## config.mk

```make
export PLATFORM = sky130hd
export DESIGN_NAME = vga_capture_monitor
export DESIGN_NICKNAME = d
export VERILOG_FILES = /design/src/rtl/vga_capture_monitor.sv
export SDC_FILE = /design/constraint.sdc
export NUM_CORES = 1
export LEC_CHECK = 0
export ABC_AREA = 1
export CAP_MARGIN = 10
export CORE_UTILIZATION = 55
export DETAILED_ROUTE_END_ITERATION = 12
export PLACE_DENSITY = 0.92
export SETUP_SLACK_MARGIN = 0.15
export SKIP_CTS_REPAIR_TIMING = 1
export SYNTH_ARGS = -nofsm -noshare
export SYNTH_HDL_FRONTEND = slang
export SYNTH_SLANG_ARGS = --single-unit
```

## constraint.sdc

```tcl
create_clock -name CLOCK_50 -period 5.3 [get_ports CLOCK_50]
set_clock_uncertainty 0.15 [all_clocks]
set_input_delay 1.06 -clock CLOCK_50 [delete_from_list [all_inputs] [get_ports CLOCK_50]]
set_output_delay 1.06 -clock CLOCK_50 [all_outputs]
set_load 0.05 [all_outputs]
```

## src/rtl/vga_capture_monitor.sv

```systemverilog
`default_nettype none
// ============================================================================
// Module   : vga_capture_monitor
// Purpose  : Receive-side VGA monitor. Samples the VGA bus in the CLOCK_50
//            domain, locks to HS/VS, measures line and frame length, counts
//            active pixels/lines, keeps a per-frame rotate-XOR checksum and
//            raises sticky timing error flags.
// Revision : 1.0 - initial release
// ----------------------------------------------------------------------------
// Ports    : CLOCK_50      in   system clock, only clock
//            reset_n       in   asynchronous active-low reset
//            VGA_CLK       in   pixel clock, sampled as data (rise = strobe)
//            VGA_HS/VS     in   syncs, active low
//            VGA_BLANK_N   in   1 = active pixel
//            VGA_R/G/B     in   pixel colour, 8 bits each
//            clr_err       in   pulse, clears err_flags (new errors win)
//            locked        out  frame timing matches parameters
//            frame_done    out  1-cycle pulse per frame boundary while locked
//            frame_sum     out  checksum of previous complete frame
//            h_meas        out  last line length in pixel strobes
//            v_meas        out  last frame length in lines
//            err_flags     out  sticky [0] line len [1] act px/line
//                                      [2] frame len [3] active lines
//            frame_count   out  clean frames since reset
// Options  : VGA_CAP_STATS_EN - enables the frame_count counter; otherwise
//            frame_count is tied to zero.
// ============================================================================
module vga_capture_monitor #(
    parameter int H_TOTAL  = 800,
    parameter int H_ACTIVE = 640,
    parameter int V_TOTAL  = 525,
    parameter int V_ACTIVE = 480,
    parameter int CNT_W    = 12
) (
    input  logic             CLOCK_50,
    input  logic             reset_n,
    input  logic             VGA_CLK,
    input  logic             VGA_HS,
    input  logic             VGA_VS,
    input  logic             VGA_BLANK_N,
    input  logic [7:0]       VGA_R,
    input  logic [7:0]       VGA_G,
    input  logic [7:0]       VGA_B,
    input  logic             clr_err,
    output logic             locked,
    output logic             frame_done,
    output logic [23:0]      frame_sum,
    output logic [CNT_W-1:0] h_meas,
    output logic [CNT_W-1:0] v_meas,
    output logic [3:0]       err_flags,
    output logic [15:0]      frame_count
);

    typedef enum logic [1:0] {
        SEARCH = 2'd0,
        ALIGN  = 2'd1,
        LOCKED = 2'd2
    } state_t;

    localparam logic [CNT_W-1:0] c_cnt_max  = '1;
    localparam logic [CNT_W-1:0] c_one      = CNT_W'(1);
    localparam logic [CNT_W-1:0] c_h_total  = CNT_W'(H_TOTAL);
    localparam logic [CNT_W-1:0] c_h_active = CNT_W'(H_ACTIVE);
    localparam logic [CNT_W-1:0] c_v_total  = CNT_W'(V_TOTAL);
    localparam logic [CNT_W-1:0] c_v_active = CNT_W'(V_ACTIVE);

    // Input sampling stage
    logic             in_clk_q, in_clk_dly_q, in_hs_q, in_vs_q, in_blank_q;
    logic [23:0]      in_rgb_q;

    logic             hs_prev_q, hs_prev_d, vs_prev_q, vs_prev_d;
    state_t           state_q, state_d;
    logic [CNT_W-1:0] h_cnt_q, h_cnt_d, act_px_q, act_px_d;
    logic [CNT_W-1:0] v_cnt_q, v_cnt_d, act_lines_q, act_lines_d;
    logic             line_ok_q, line_ok_d;
    logic [23:0]      sum_q, sum_d;
    logic             locked_q, locked_d, frame_done_q, frame_done_d;
    logic [23:0]      frame_sum_q, frame_sum_d;
    logic [CNT_W-1:0] h_meas_q, h_meas_d, v_meas_q, v_meas_d;
    logic [3:0]       err_q, err_d;

    logic             pix_stb, hs_fall, vs_fall, run, h_ok, act_full;
    logic [CNT_W-1:0] v_line, lines_line;
    logic             line_ok_line;
    logic [3:0]       new_err;

    // Strobe fires once per VGA_CLK rise; data regs were captured on the
    // same edge as in_clk_q, so they are consistent with the strobe.
    assign pix_stb  = in_clk_q & ~in_clk_dly_q;
    assign hs_fall  = pix_stb & hs_prev_q & ~in_hs_q;
    assign vs_fall  = pix_stb & vs_prev_q & ~in_vs_q;
    assign run      = (state_q != SEARCH);
    assign h_ok     = (h_cnt_q == c_h_total);
    assign act_full = (act_px_q == c_h_active);

    always_comb begin
        hs_prev_d    = pix_stb ? in_hs_q : hs_prev_q;
        vs_prev_d    = pix_stb ? in_vs_q : vs_prev_q;
        state_d      = state_q;
        h_cnt_d      = h_cnt_q;
        act_px_d     = act_px_q;
        sum_d        = sum_q;
        frame_sum_d  = frame_sum_q;
        frame_done_d = 1'b0;
        h_meas_d     = h_meas_q;
        v_meas_d     = v_meas_q;
        new_err      = 4'd0;
        v_line       = v_cnt_q;
        lines_line   = act_lines_q;
        line_ok_line = line_ok_q;

        // Line measurement runs in every state so h_meas stays meaningful
        // while searching; the sync strobe is the first pixel of a line.
        if (hs_fall) begin
            h_meas_d = h_cnt_q;
            h_cnt_d  = c_one;
            act_px_d = in_blank_q ? c_one : '0;
        end else if (pix_stb) begin
            if (h_cnt_q != c_cnt_max)
                h_cnt_d = h_cnt_q + c_one;
            if (in_blank_q && (act_px_q != c_cnt_max))
                act_px_d = act_px_q + c_one;
        end

        // Line close: the values after it feed the frame close below so a
        // coincident HS+VS strobe counts this line toward the closing frame.
        if (hs_fall && run) begin
            if (v_cnt_q != c_cnt_max)
                v_line = v_cnt_q + c_one;
            if (act_full && (act_lines_q != c_cnt_max))
                lines_line = act_lines_q + c_one;
            line_ok_line = line_ok_q & h_ok;
            if (state_q == LOCKED) begin
                new_err[0] = ~h_ok;
                new_err[1] = (act_px_q != '0) & ~act_full;
            end
        end

        if (pix_stb && in_blank_q && run)
            sum_d = {sum_q[22:0], sum_q[23]} ^ in_rgb_q;

        v_cnt_d     = v_line;
        act_lines_d = lines_line;
        line_ok_d   = line_ok_line;

        if (vs_fall) begin
            v_cnt_d     = '0;
            act_lines_d = '0;
            line_ok_d   = 1'b1;
            sum_d       = '0;
            case (state_q)
                SEARCH: state_d = ALIGN;
                ALIGN: begin
                    v_meas_d = v_line;
                    if ((v_line == c_v_total) && line_ok_line)
                        state_d = LOCKED;
                end
                LOCKED: begin
                    v_meas_d     = v_line;
                    new_err[2]   = (v_line != c_v_total);
                    new_err[3]   = (lines_line != c_v_active);
                    frame_sum_d  = sum_q;
                    frame_done_d = 1'b1;
                end
                default: state_d = SEARCH;
            endcase
        end

        // Structural timing errors drop lock; content errors only flag.
        if ((state_q == LOCKED) && (new_err[0] || new_err[2]))
            state_d = SEARCH;

        err_d    = (clr_err ? 4'd0 : err_q) | new_err;
        locked_d = (state_d == LOCKED);
    end

    always_ff @(posedge CLOCK_50 or negedge reset_n) begin
        if (!reset_n) begin
            in_clk_q     <= 1'b0;
            in_clk_dly_q <= 1'b0;
            in_hs_q      <= 1'b1;
            in_vs_q      <= 1'b1;
            in_blank_q   <= 1'b0;
            in_rgb_q     <= '0;
            hs_prev_q    <= 1'b1;
            vs_prev_q    <= 1'b1;
            state_q      <= SEARCH;
            h_cnt_q      <= '0;
            act_px_q     <= '0;
            v_cnt_q      <= '0;
            act_lines_q  <= '0;
            line_ok_q    <= 1'b1;
            sum_q        <= '0;
            locked_q     <= 1'b0;
            frame_done_q <= 1'b0;
            frame_sum_q  <= '0;
            h_meas_q     <= '0;
            v_meas_q     <= '0;
            err_q        <= '0;
        end else begin
            in_clk_q     <= VGA_CLK;
            in_clk_dly_q <= in_clk_q;
            in_hs_q      <= VGA_HS;
            in_vs_q      <= VGA_VS;
            in_blank_q   <= VGA_BLANK_N;
            in_rgb_q     <= {VGA_R, VGA_G, VGA_B};
            hs_prev_q    <= hs_prev_d;
            vs_prev_q    <= vs_prev_d;
            state_q      <= state_d;
            h_cnt_q      <= h_cnt_d;
            act_px_q     <= act_px_d;
            v_cnt_q      <= v_cnt_d;
            act_lines_q  <= act_lines_d;
            line_ok_q    <= line_ok_d;
            sum_q        <= sum_d;
            locked_q     <= locked_d;
            frame_done_q <= frame_done_d;
            frame_sum_q  <= frame_sum_d;
            h_meas_q     <= h_meas_d;
            v_meas_q     <= v_meas_d;
            err_q        <= err_d;
        end
    end

`ifdef VGA_CAP_STATS_EN
    logic        frame_err_q, frame_err_d;
    logic [15:0] frame_count_q, frame_count_d;

    // A frame is clean only if no error event occurred anywhere in it,
    // including the checks made on its closing strobe.
    always_comb begin
        frame_err_d   = vs_fall ? 1'b0 : (frame_err_q | (|new_err));
        frame_count_d = frame_count_q;
        if (frame_done_d && !(frame_err_q || (|new_err)) && (frame_count_q != 16'hFFFF))
            frame_count_d = frame_count_q + 16'd1;
    end

    always_ff @(posedge CLOCK_50 or negedge reset_n) begin
        if (!reset_n) begin
            frame_err_q   <= 1'b0;
            frame_count_q <= '0;
        end else begin
            frame_err_q   <= frame_err_d;
            frame_count_q <= frame_count_d;
        end
    end

    assign frame_count = frame_count_q;
`else
    assign frame_count = 16'd0;
`endif

    assign locked     = locked_q;
    assign frame_done = frame_done_q;
    assign frame_sum  = frame_sum_q;
    assign h_meas     = h_meas_q;
    assign v_meas     = v_meas_q;
    assign err_flags  = err_q;

endmodule
`default_nettype wire
```

==> results.py <==
metrics = {
    "final_layout": {
        "multi_input_area_mm2": 0.00280,
        "final_cell_area_mm2": 0.00890,
        "antenna_cells": 0,
        "num-fill-cells": 941,
        "regArea_mm2": 0.00401,
        "layout-drive-gt1-share_pct": 7.60,
        "area_growth_pct": 21.0,
        "nets": 949,
        "final_cell_mix": "179 x nand2_1, 155 x dfrtp_1, 99 x inv_1",
        "stdcell_count": 1093,
        "layout_commonest_cell": "nand2_1",
    },
    "timing": {
        "setup_viol": 0,
        "min_period_over_period_pct": 54.3,
        "setup_slack_ns": 2.42,
        "max_freq_mhz": 347,
        "slew_headroom_pct": 29.9,
        "slew_viol_final": 0,
        "fin_crit_ns": 2.88,
        "worstMarginPinSlew_ns": 1.05,
        "rsz0062_at_grt": "false",
        "hold_violations": 0,
        "fin_tns_setup_ns": 0,
    },
    "power_and_ir_drop": {
        "ir_drop_mv": 0.375,
        "power_density_mw_per_mm2": 385,
        "power_frac_clock_pct": 37.5,
        "share_comb_of_total_power_pct": 18.5,
        "p_leak_nw": 4.07,
        "p_sw_share_pct": 30.2,
        "p_int_mw": 2.39,
        "fin_total_pwr_mw": 3.43,
        "seqPwrFrac_pct": 44.1,
        "power.net_switching_mw": 1.04,
    },
    "detailed_routing": {
        "viasPerCell": 5.34,
        "wl_um": 16000,
        "num_vias": 5841,
        "ant_nets": 0,
        "drtIter0Drc": 359,
        "drcViolationCount": 0,
        "dr.pass1.iters": 5,
        "routedWlPerCell_um": 14.7,
    },
    "run_status": {
        "outcome": "finished, final reports clean",
    },
    "logic_synthesis": {
        "synth_flop_cell": "dfrtp_1",
        "synth_edf_count": 0,
        "ys_ff_latch": 160,
        "synthTopCellsByArea": "dfrtp_1 53%, nand2_1 9.1%, inv_1 5.1%",
        "synth_fa_ha_area_share_pct": 1.70,
        "synth.yosys.seq_area_share_pct": 54.5,
        "synthXorXnorAreaFrac_pct": 4.41,
        "ys_async_sr_fraction_pct": 100,
        "synth_mux_area_share_pct": 0.136,
        "synth_top_area_share_pct": 52.7,
        "syn-cell-area_mm2": 0.00736,
        "synth_top_family_by_area": "simple AND/OR/NAND/NOR gates",
        "yosys_warnings": 0,
        "synth_compound_area_share_pct": 8.95,
        "yosysUniqueCellTypes": 46,
        "syn_inst": 823,
        "syn_area_per_cell_um2": 8.94,
        "synth.largest_area_cell": "dfrtp_1",
        "synthSimpleGateAreaFrac_pct": 22.0,
    },
    "setup_path": {
        "crit_fanout": 2,
        "rr_endpoint": "locked",
        "worstPathArrival_ns": 1.67,
        "cp.required_ns": 4.09,
        "crit_path_top_delay_cell": "clkdlybuf4s50_1",
        "r2r_cells": 14,
        "rrSetupSlack_ns": 2.55,
        "start_kind": "flip-flop",
        "endpoint_kind": "primary output",
        "crit_start": "frame_sum[5]",
        "worst-path-buf-inv": 1,
        "regToRegStartpoint": "hs_prev_q",
        "crit_chain": "clkdlybuf4s50_1",
        "crit_family": "buffers and inverters",
        "cpPeakStageDelay_ns": 0.87,
        "worstSetupPathType": "reg2out",
    },
    "cts": {
        "worstSkewPairLatency_ns": 0.42,
        "path_clk_slew_ns": 0.06,
        "htreeDepth": 4,
        "clock_path_buffers": 2,
        "cts-root-buf": "clkbuf_16",
        "clkSinkCount": 160,
        "cts_buffers": 17,
        "cts_tree": "built",
    },
    "grt": {
        "grt_max_degree": 85,
        "grt_use_total_pct": 24.7,
        "grt_pass1_wl_um": 27100,
        "grt_remaining_overflow": 0,
        "antenna_found_initial": 0,
        "grt_pass1_vias": 5712,
    },
    "worst_hold_path": {
        "hold_path.class": "reg2reg",
        "min_to": "in_clk_dly_q",
        "hold_depth": 0,
        "hp-start": "in_clk_q",
    },
    "floorplan": {
        "core-area_mm2": 0.0128,
        "fp.dieH_um": 118,
        "start_util_pct": 57.4,
        "die_area_mm2": 0.0138,
        "boundaryPins": 101,
        "fp.dieW_um": 118,
        "rows": 41,
    },
    "placement": {
        "globalplace.congestion": 0.875,
        "dp_hpwl_um": 10500,
        "place_area_mm2": 0.00828,
        "pre_cts_ws_ns": 2.63,
        "portBuffers": 84,
        "dp_cells": 1061,
    },
    "run": {
        "max-cap-violations": 0,
    },
}
-- cell type report --
type | count | share of cell area, %
Clock buffer | 19 | 5.09
Clock inverter | 13 | 1.94
Inverter | 104 | 4.38
Multi-Input combinational cell | 538 | 31.4
Sequential cell | 160 | 45.0
Tap cell | 172 | 2.42
Timing Repair Buffer | 87 | 9.71
-- worst max-delay path by stage --
stage,endpoint,slack [ns],cells after the start
after CTS,frame_sum[5],2.42,1
after floorplan,locked,3.12,17
after global routing,locked,2.22,14
after global placement,locked,2.70,14
final,frame_sum[5],2.42,1
after detailed placement,locked,2.63,14
-- power groups by stage --
stage	Clock (mW)	Sequential (mW)	Combinational, mW
2_1_floorplan	0	1.57	0.391
3_3_place_gp	0	1.51	0.600
3_5_place_dp	0	1.52	0.623
4_1_cts	1.30	1.51	0.635
5_1_grt	1.35	1.53	0.700
6_report	1.29	1.51	0.633
-- routing by layer --
| metal | vias to the layer above | GRT usage, % | share of wire (%) |
|---|---|---|---|
| met2 | 191 | 41.1 | 49 |
| met5 | - | 0 | 0 |
| li1 | 2801 | - | - |
| met4 | 0 | 11.0 | 3.2 |
| met1 | 2805 | 30.6 | 42 |
| met3 | 44 | 6.06 | 5.4 |
-- sequential cells by signal, indices dropped and copies added, names as in the netlist --
| name | count |
|---|---|
| act_px_q | 12 |
| state_q | 2 |
| locked | 1 |
| h_meas | 12 |
| h_cnt_q | 12 |
| act_lines_q | 12 |
| line_ok_q | 1 |
| hs_prev_q | 1 |
| sum_q | 24 |
| in_blank_q | 1 |
| in_hs_q | 1 |
| v_meas | 12 |
| in_clk_q | 1 |
| frame_done | 1 |
| frame_sum | 24 |
| in_clk_dly_q | 1 |
| v_cnt_q | 12 |
| vs_prev_q | 1 |
| in_vs_q | 1 |
| err_flags | 4 |
| in_rgb_q | 24 |
-- stage by stage --
stage                     utilization, %  hold slack (ns)
after floorplan                        -            0.204
after global placement              64.5            0.208
after detailed placement            64.5            0.219
after CTS                           69.4            0.234
after global routing                69.4            0.246
final                               69.4            0.228
-- cell usage after synthesis, types with 3 or more instances --
cell      number
a21oi_1       14
and3_1         3
buf_2          3
buf_4         18
clkbuf_1      12
dfrtp_1      155
dfstp_2        5
ha_1          10
inv_1         99
inv_2          4
nand2_1      179
nand2_2        5
nand3_1       45
nand3_2        5
nand4_1       10
nor2_1        65
nor2_4         4
nor3_1        19
nor4_1         6
o21ai_0       70
o22ai_1       24
xnor2_1       26
xor2_1        11
-- cells by family after synthesis --
| kind of cell | count (synthesis) |
|---|---|
| adders and majority gates | 10 |
| and+or+nand+nor | 354 |
| xor gates and xnor gates | 37 |
| muxes | 1 |
| DFF | 160 |
| buffers and inverters | 140 |
| other | 1 |
| AOI/OAI and AO/OA | 120 |
No activity file was read; power rests on OpenSTA's default activity.
